<file path="config.mk">
export PLATFORM = sky130hd
export DESIGN_NAME = apb_master
export DESIGN_NICKNAME = d
export VERILOG_FILES = /design/src/rtl/apb_pkg.sv /design/src/rtl/counter_ld.sv /design/src/rtl/apb_master.sv
export SDC_FILE = /design/constraint.sdc
export NUM_CORES = 1
export LEC_CHECK = 0
export BUFFER_PORTS_ARGS = -buffer_cell sky130_fd_sc_hd__clkbuf_2
export CORE_UTILIZATION = 40
export DETAILED_ROUTE_END_ITERATION = 16
export PLACE_DENSITY = 0.71
export SLEW_MARGIN = 0
export SYNTH_ARGS = -nofsm -noshare
export SYNTH_HDL_FRONTEND = slang
export SYNTH_HIERARCHICAL = 1
export SYNTH_SLANG_ARGS = --single-unit
</file>
<file path="constraint.sdc">
create_clock -name pclk -period 2.4 [get_ports pclk]
set_input_delay 0.48 -clock pclk [delete_from_list [all_inputs] [get_ports pclk]]
set_output_delay 0.48 -clock pclk [all_outputs]
set_load 0.03 [all_outputs]
</file>
<file path="src/rtl/apb_pkg.sv">
// Shared types and widths for the APB initiator and its helpers.
package apb_pkg;

    typedef enum logic [1:0] {
        IDLE,
        SETUP,
        ACCESS
    } apb_state_e;

    localparam int APB_ADDR_W = 32;
    localparam int APB_DATA_W = 32;

endpackage

</file>
<file path="src/rtl/counter_ld.sv">
// Loadable up-counter that saturates at all-ones instead of wrapping.
module counter_ld #(
    parameter int WIDTH = 4
) (
    input  logic             clk,
    input  logic             rst_n,
    input  logic             load,
    input  logic [WIDTH-1:0] d,
    input  logic             en,
    output logic [WIDTH-1:0] q
);

    // A load has priority over counting.
    always_ff @(posedge clk or negedge rst_n) begin
        if (!rst_n) begin
            q <= '0;
        end else if (load) begin
            q <= d;
        end else if (en && (q != '1)) begin
            q <= q + WIDTH'(1);
        end
    end

endmodule

</file>
<file path="src/rtl/apb_master.sv">
// APB3 initiator: turns a single-outstanding command/response handshake into
// SETUP/ACCESS transfers, with wait-state handling and a wait-state timeout.
module apb_master
    import apb_pkg::*;
#(
    parameter int ADDR_WIDTH     = APB_ADDR_W,
    parameter int DATA_WIDTH     = APB_DATA_W,
    parameter int TIMEOUT_CYCLES = 16
) (
    input  logic                  pclk,
    input  logic                  presetn,
    input  logic                  cmd_valid,
    output logic                  cmd_ready,
    input  logic                  cmd_write,
    input  logic [ADDR_WIDTH-1:0] cmd_addr,
    input  logic [DATA_WIDTH-1:0] cmd_wdata,
    output logic                  rsp_valid,
    output logic [DATA_WIDTH-1:0] rsp_rdata,
    output logic                  rsp_err,
    output logic                  rsp_timeout,
    output logic                  busy,
    output logic                  psel,
    output logic                  penable,
    output logic                  pwrite,
    output logic [ADDR_WIDTH-1:0] paddr,
    output logic [DATA_WIDTH-1:0] pwdata,
    input  logic [DATA_WIDTH-1:0] prdata,
    input  logic                  pready,
    input  logic                  pslverr
);

    localparam int CNT_W = (TIMEOUT_CYCLES == 0) ? 1 : $clog2(TIMEOUT_CYCLES + 1);
    // Counter value seen on the last permitted pready=0 cycle.
    localparam logic [CNT_W-1:0] LAST_WAIT =
        CNT_W'((TIMEOUT_CYCLES == 0) ? 0 : TIMEOUT_CYCLES - 1);

    apb_state_e       state_q;
    apb_state_e       state_d;
    logic             cmd_accept;
    logic             xfer_done;
    logic             xfer_timeout;
    logic             cnt_load;
    logic             cnt_en;
    logic [CNT_W-1:0] wait_cnt;

    assign cmd_ready = (state_q == IDLE);

    counter_ld #(
        .WIDTH (CNT_W)
    ) u_wait_cnt (
        .clk   (pclk),
        .rst_n (presetn),
        .load  (cnt_load),
        .d     ('0),
        .en    (cnt_en),
        .q     (wait_cnt)
    );

    always_ff @(posedge pclk or negedge presetn) begin
        if (!presetn) begin
            state_q <= IDLE;
        end else begin
            state_q <= state_d;
        end
    end

    // A ready response on the would-be timeout cycle completes normally.
    always_comb begin
        state_d      = state_q;
        cmd_accept   = 1'b0;
        xfer_done    = 1'b0;
        xfer_timeout = 1'b0;
        cnt_load     = 1'b0;
        cnt_en       = 1'b0;
        case (state_q)
            IDLE: begin
                if (cmd_valid) begin
                    cmd_accept = 1'b1;
                    state_d    = SETUP;
                end
            end
            SETUP: begin
                cnt_load = 1'b1;
                state_d  = ACCESS;
            end
            ACCESS: begin
                if (pready) begin
                    xfer_done = 1'b1;
                    state_d   = IDLE;
                end else begin
                    cnt_en = 1'b1;
                    if ((TIMEOUT_CYCLES != 0) && (wait_cnt == LAST_WAIT)) begin
                        xfer_timeout = 1'b1;
                        state_d      = IDLE;
                    end
                end
            end
            default: state_d = IDLE;
        endcase
    end

    // Bus control flops follow the next state so they change with the FSM.
    always_ff @(posedge pclk or negedge presetn) begin
        if (!presetn) begin
            psel    <= 1'b0;
            penable <= 1'b0;
            busy    <= 1'b0;
        end else begin
            psel    <= (state_d != IDLE);
            penable <= (state_d == ACCESS);
            busy    <= (state_d != IDLE);
        end
    end

    always_ff @(posedge pclk or negedge presetn) begin
        if (!presetn) begin
            pwrite <= 1'b0;
            paddr  <= '0;
            pwdata <= '0;
        end else if (cmd_accept) begin
            pwrite <= cmd_write;
            paddr  <= cmd_addr;
            pwdata <= cmd_wdata;
        end
    end

    // Response fields hold until the next completion overwrites them.
    always_ff @(posedge pclk or negedge presetn) begin
        if (!presetn) begin
            rsp_valid   <= 1'b0;
            rsp_rdata   <= '0;
            rsp_err     <= 1'b0;
            rsp_timeout <= 1'b0;
        end else begin
            rsp_valid <= xfer_done | xfer_timeout;
            if (xfer_done) begin
                rsp_rdata   <= pwrite ? '0 : prdata;
                rsp_err     <= pslverr;
                rsp_timeout <= 1'b0;
            end else if (xfer_timeout) begin
                rsp_rdata   <= '0;
                rsp_err     <= 1'b1;
                rsp_timeout <= 1'b1;
            end
        end
    end

endmodule

</file>
==> metrics.cfg <==
[status]
status=finished clean

[global_routing]
grt_usage_pct=16.9
grt_antenna_before_repair=0
grt_pass1_vias=3051
grt_pass1_wl_um=14700
grt_max_degree=67
globalRouteOverflowTotal=0

[detailed_routing]
wire_per_inst_um=14.6
postRouteAntennaNets=0
viasPerCell=4.88
routed_wl_um=8980
first_pass_iters=4
drc=0
vias=3011
drt_iter0_drc=135

[synth]
synth.avg_cell_area_um2=15.5
ys_ff_latch=109
synth.distinct_cells=30
yosysWarnings=6
synth_edf_count=0
async_flop_share_pct=100
yosys.area.top_type_share_pct=65.0
synth.most_common_cell=dfrtp_1
synthCells=271
yosys.area.top_type=dfrtp_1
synth_area_um2=4200
synth.area.top_cells=dfrtp_1 (65%), mux2_2 (14%), a32o_1 (7.6%)
ys_seq_area_share_pct=65.0
yosys-top-cells-count=dfrtp_1 (109), mux2_2 (54), a32o_1 (32), mux2_1 (11), buf_2 (7)
synth_ff_type=dfrtp_1

[critical_path]
worstPathCellList=nand2b_4 -> or3_1 -> a32o_1
slowest_stage=or3_1
cp_max_fo=33
cpPeakStageDelay_ps=820
crit_required_ps=2640
worst_setup_path_start_kind=flip-flop
cp-end-kind=flip-flop
critical_path_class=reg2reg
crit_arrival_ps=2250

[die]
fp.dieW_um=104
die_y_um=104
die_area_um2=10900
placementRows=37
start_util_pct=41.0
core_area_um2=10200
num_io_pins=206

[timing]
hold_viol=0
setup_viol=0
fmax_ghz=0.498
setup_ws_ps=394
timing.final.crit_share_pct=83.6
tightest_slew_ps=1270
tns_ps=0
rsz0062_at_grt=false
clock_skew_ps=16.1
slew_violations=0
min_period_ps=2010
slew_headroom_pct=15.5

[pwr]
leakage_nw=2.77
p_clk_share_pct=12.9
swShare_pct=44.9
p_seq_share_pct=39.1
cell_internal_pwr_mw=4.40
power_frac_comb_pct=48.0
switching_power_mw=3.58
vdd_drop_max_v=0.000783
power_mw=7.98
powerDensity_nw_per_um2=1440

[cells_and_area]
diodes=0
area_delta_synth_final_pct=31.7
drive_gt1_share_pct=59.0
fin_cells=617
final_net_count=580
fillers=908
design_area_um2=5530
multi_input_area_um2=1350
register_area_um2=2730

[worst_hold_path]
hold_path.class=in2async

[clock_network]
clkTransAtPathRegs_ps=110
cts_tree=yes
htree_levels=3
clockRootBuffer=clkbuf_8
cts_buffers=9
cts_resized=0
post_cts.repair.setup_buffers=0
clkSinkCount=109
cts_buffer_depth=2
cts_hold_buf=0
insertion_delay_ps=360

[placement]
place_area_um2=5350
gp_congestion=0.715
dpl.hpwl_um=6570
dp_cells=601
io_buffers=205
post-place-ws_ps=392

[job]
cap_violations=0

## per-stage QoR
stage,hold WS (ps),util (%)
2_1_floorplan,184,-
3_3_place_gp,425,52.3
3_5_place_dp,431,52.3
4_1_cts,24.2,54.1
5_1_grt,47.2,54.1
6_report,30.1,54.1
## power by group through the flow
stage	logic, mW	registers, mW	clock network (mW)
2_1_floorplan	1.18	4.66	0
3_3_place_gp	3.80	3.11	0
3_5_place_dp	3.88	3.16	0
4_1_cts	3.88	3.13	1.08
5_1_grt	4.06	3.23	1.15
6_report	3.83	3.12	1.03
## area by class of cell
type	instances	area share (%)
clock buffer	9	2.24
clock inverter	7	1.09
inverter	2	0.136
multi-input combinational	144	24.4
sequential	109	49.3
tap	136	3.08
timing repair buffer	210	19.7
## kinds of logic after synthesis
logic type                 share of synthesized area (%)
AOI/OAI and AO/OA                                   9.39
and+or+nand+nor                                     3.31
xor gates and xnor gates                           0.417
DFF                                                 65.0
buffers and inverters                               3.34
other                                             0.0893
adders and majority gates                          0.596
muxes                                               17.9
## state kept, by name (all words and copies together) (netlist names), 2 cells and up
signal	cells
rsp_rdata	32
u_wait_cnt/q	5
state_q	2
pwdata	32
paddr	32
## layer usage
metal	routed length, um	up-vias	share of wire, %	global-route usage, %
met3	604	11	6.7	3.88
met2	4540	126	51	28.3
met4	99	0	1.1	5.92
met5	0	-	0	0
met1	3740	1478	42	21.5
li1	-	1396	-	-
## path summary, 6_finish.rpt
path	slack [ps]	cells past startpoint	start	endpoint
hold reg to reg	500	1	pwdata[6]	pwdata[6]
min in group pclk	330	2	cmd_wdata[20]	pwdata[20]
max in group asynchronous	1750	2	presetn	paddr[14]
setup / recovery	390	3	state_q[0]	rsp_rdata[26]
setup reg to reg	390	3	state_q[0]	rsp_rdata[26]
hold / removal	30	1	presetn	rsp_rdata[14]
## worst max-delay path, delay by kind of cell, from the launching register on
kind	cells	cell delay, ps
simple gates	2	1000
compound gates	1	460
flops	1	420
## placed cells by master (no fill, tap or decap), types with 3 or more instances in the layout
| cell type | instances |
|---|---|
| conb_1 | 5 |
| clkbuf_8 | 9 |
| mux2_2 | 54 |
| a32o_1 | 32 |
| dfrtp_1 | 109 |
| clkbuf_2 | 204 |
| mux2_1 | 11 |
| nor2_1 | 5 |
| o21bai_1 | 3 |
| nand2_1 | 4 |
| buf_4 | 4 |
| o21ai_1 | 4 |
Power figures use the tool's default switching activity.
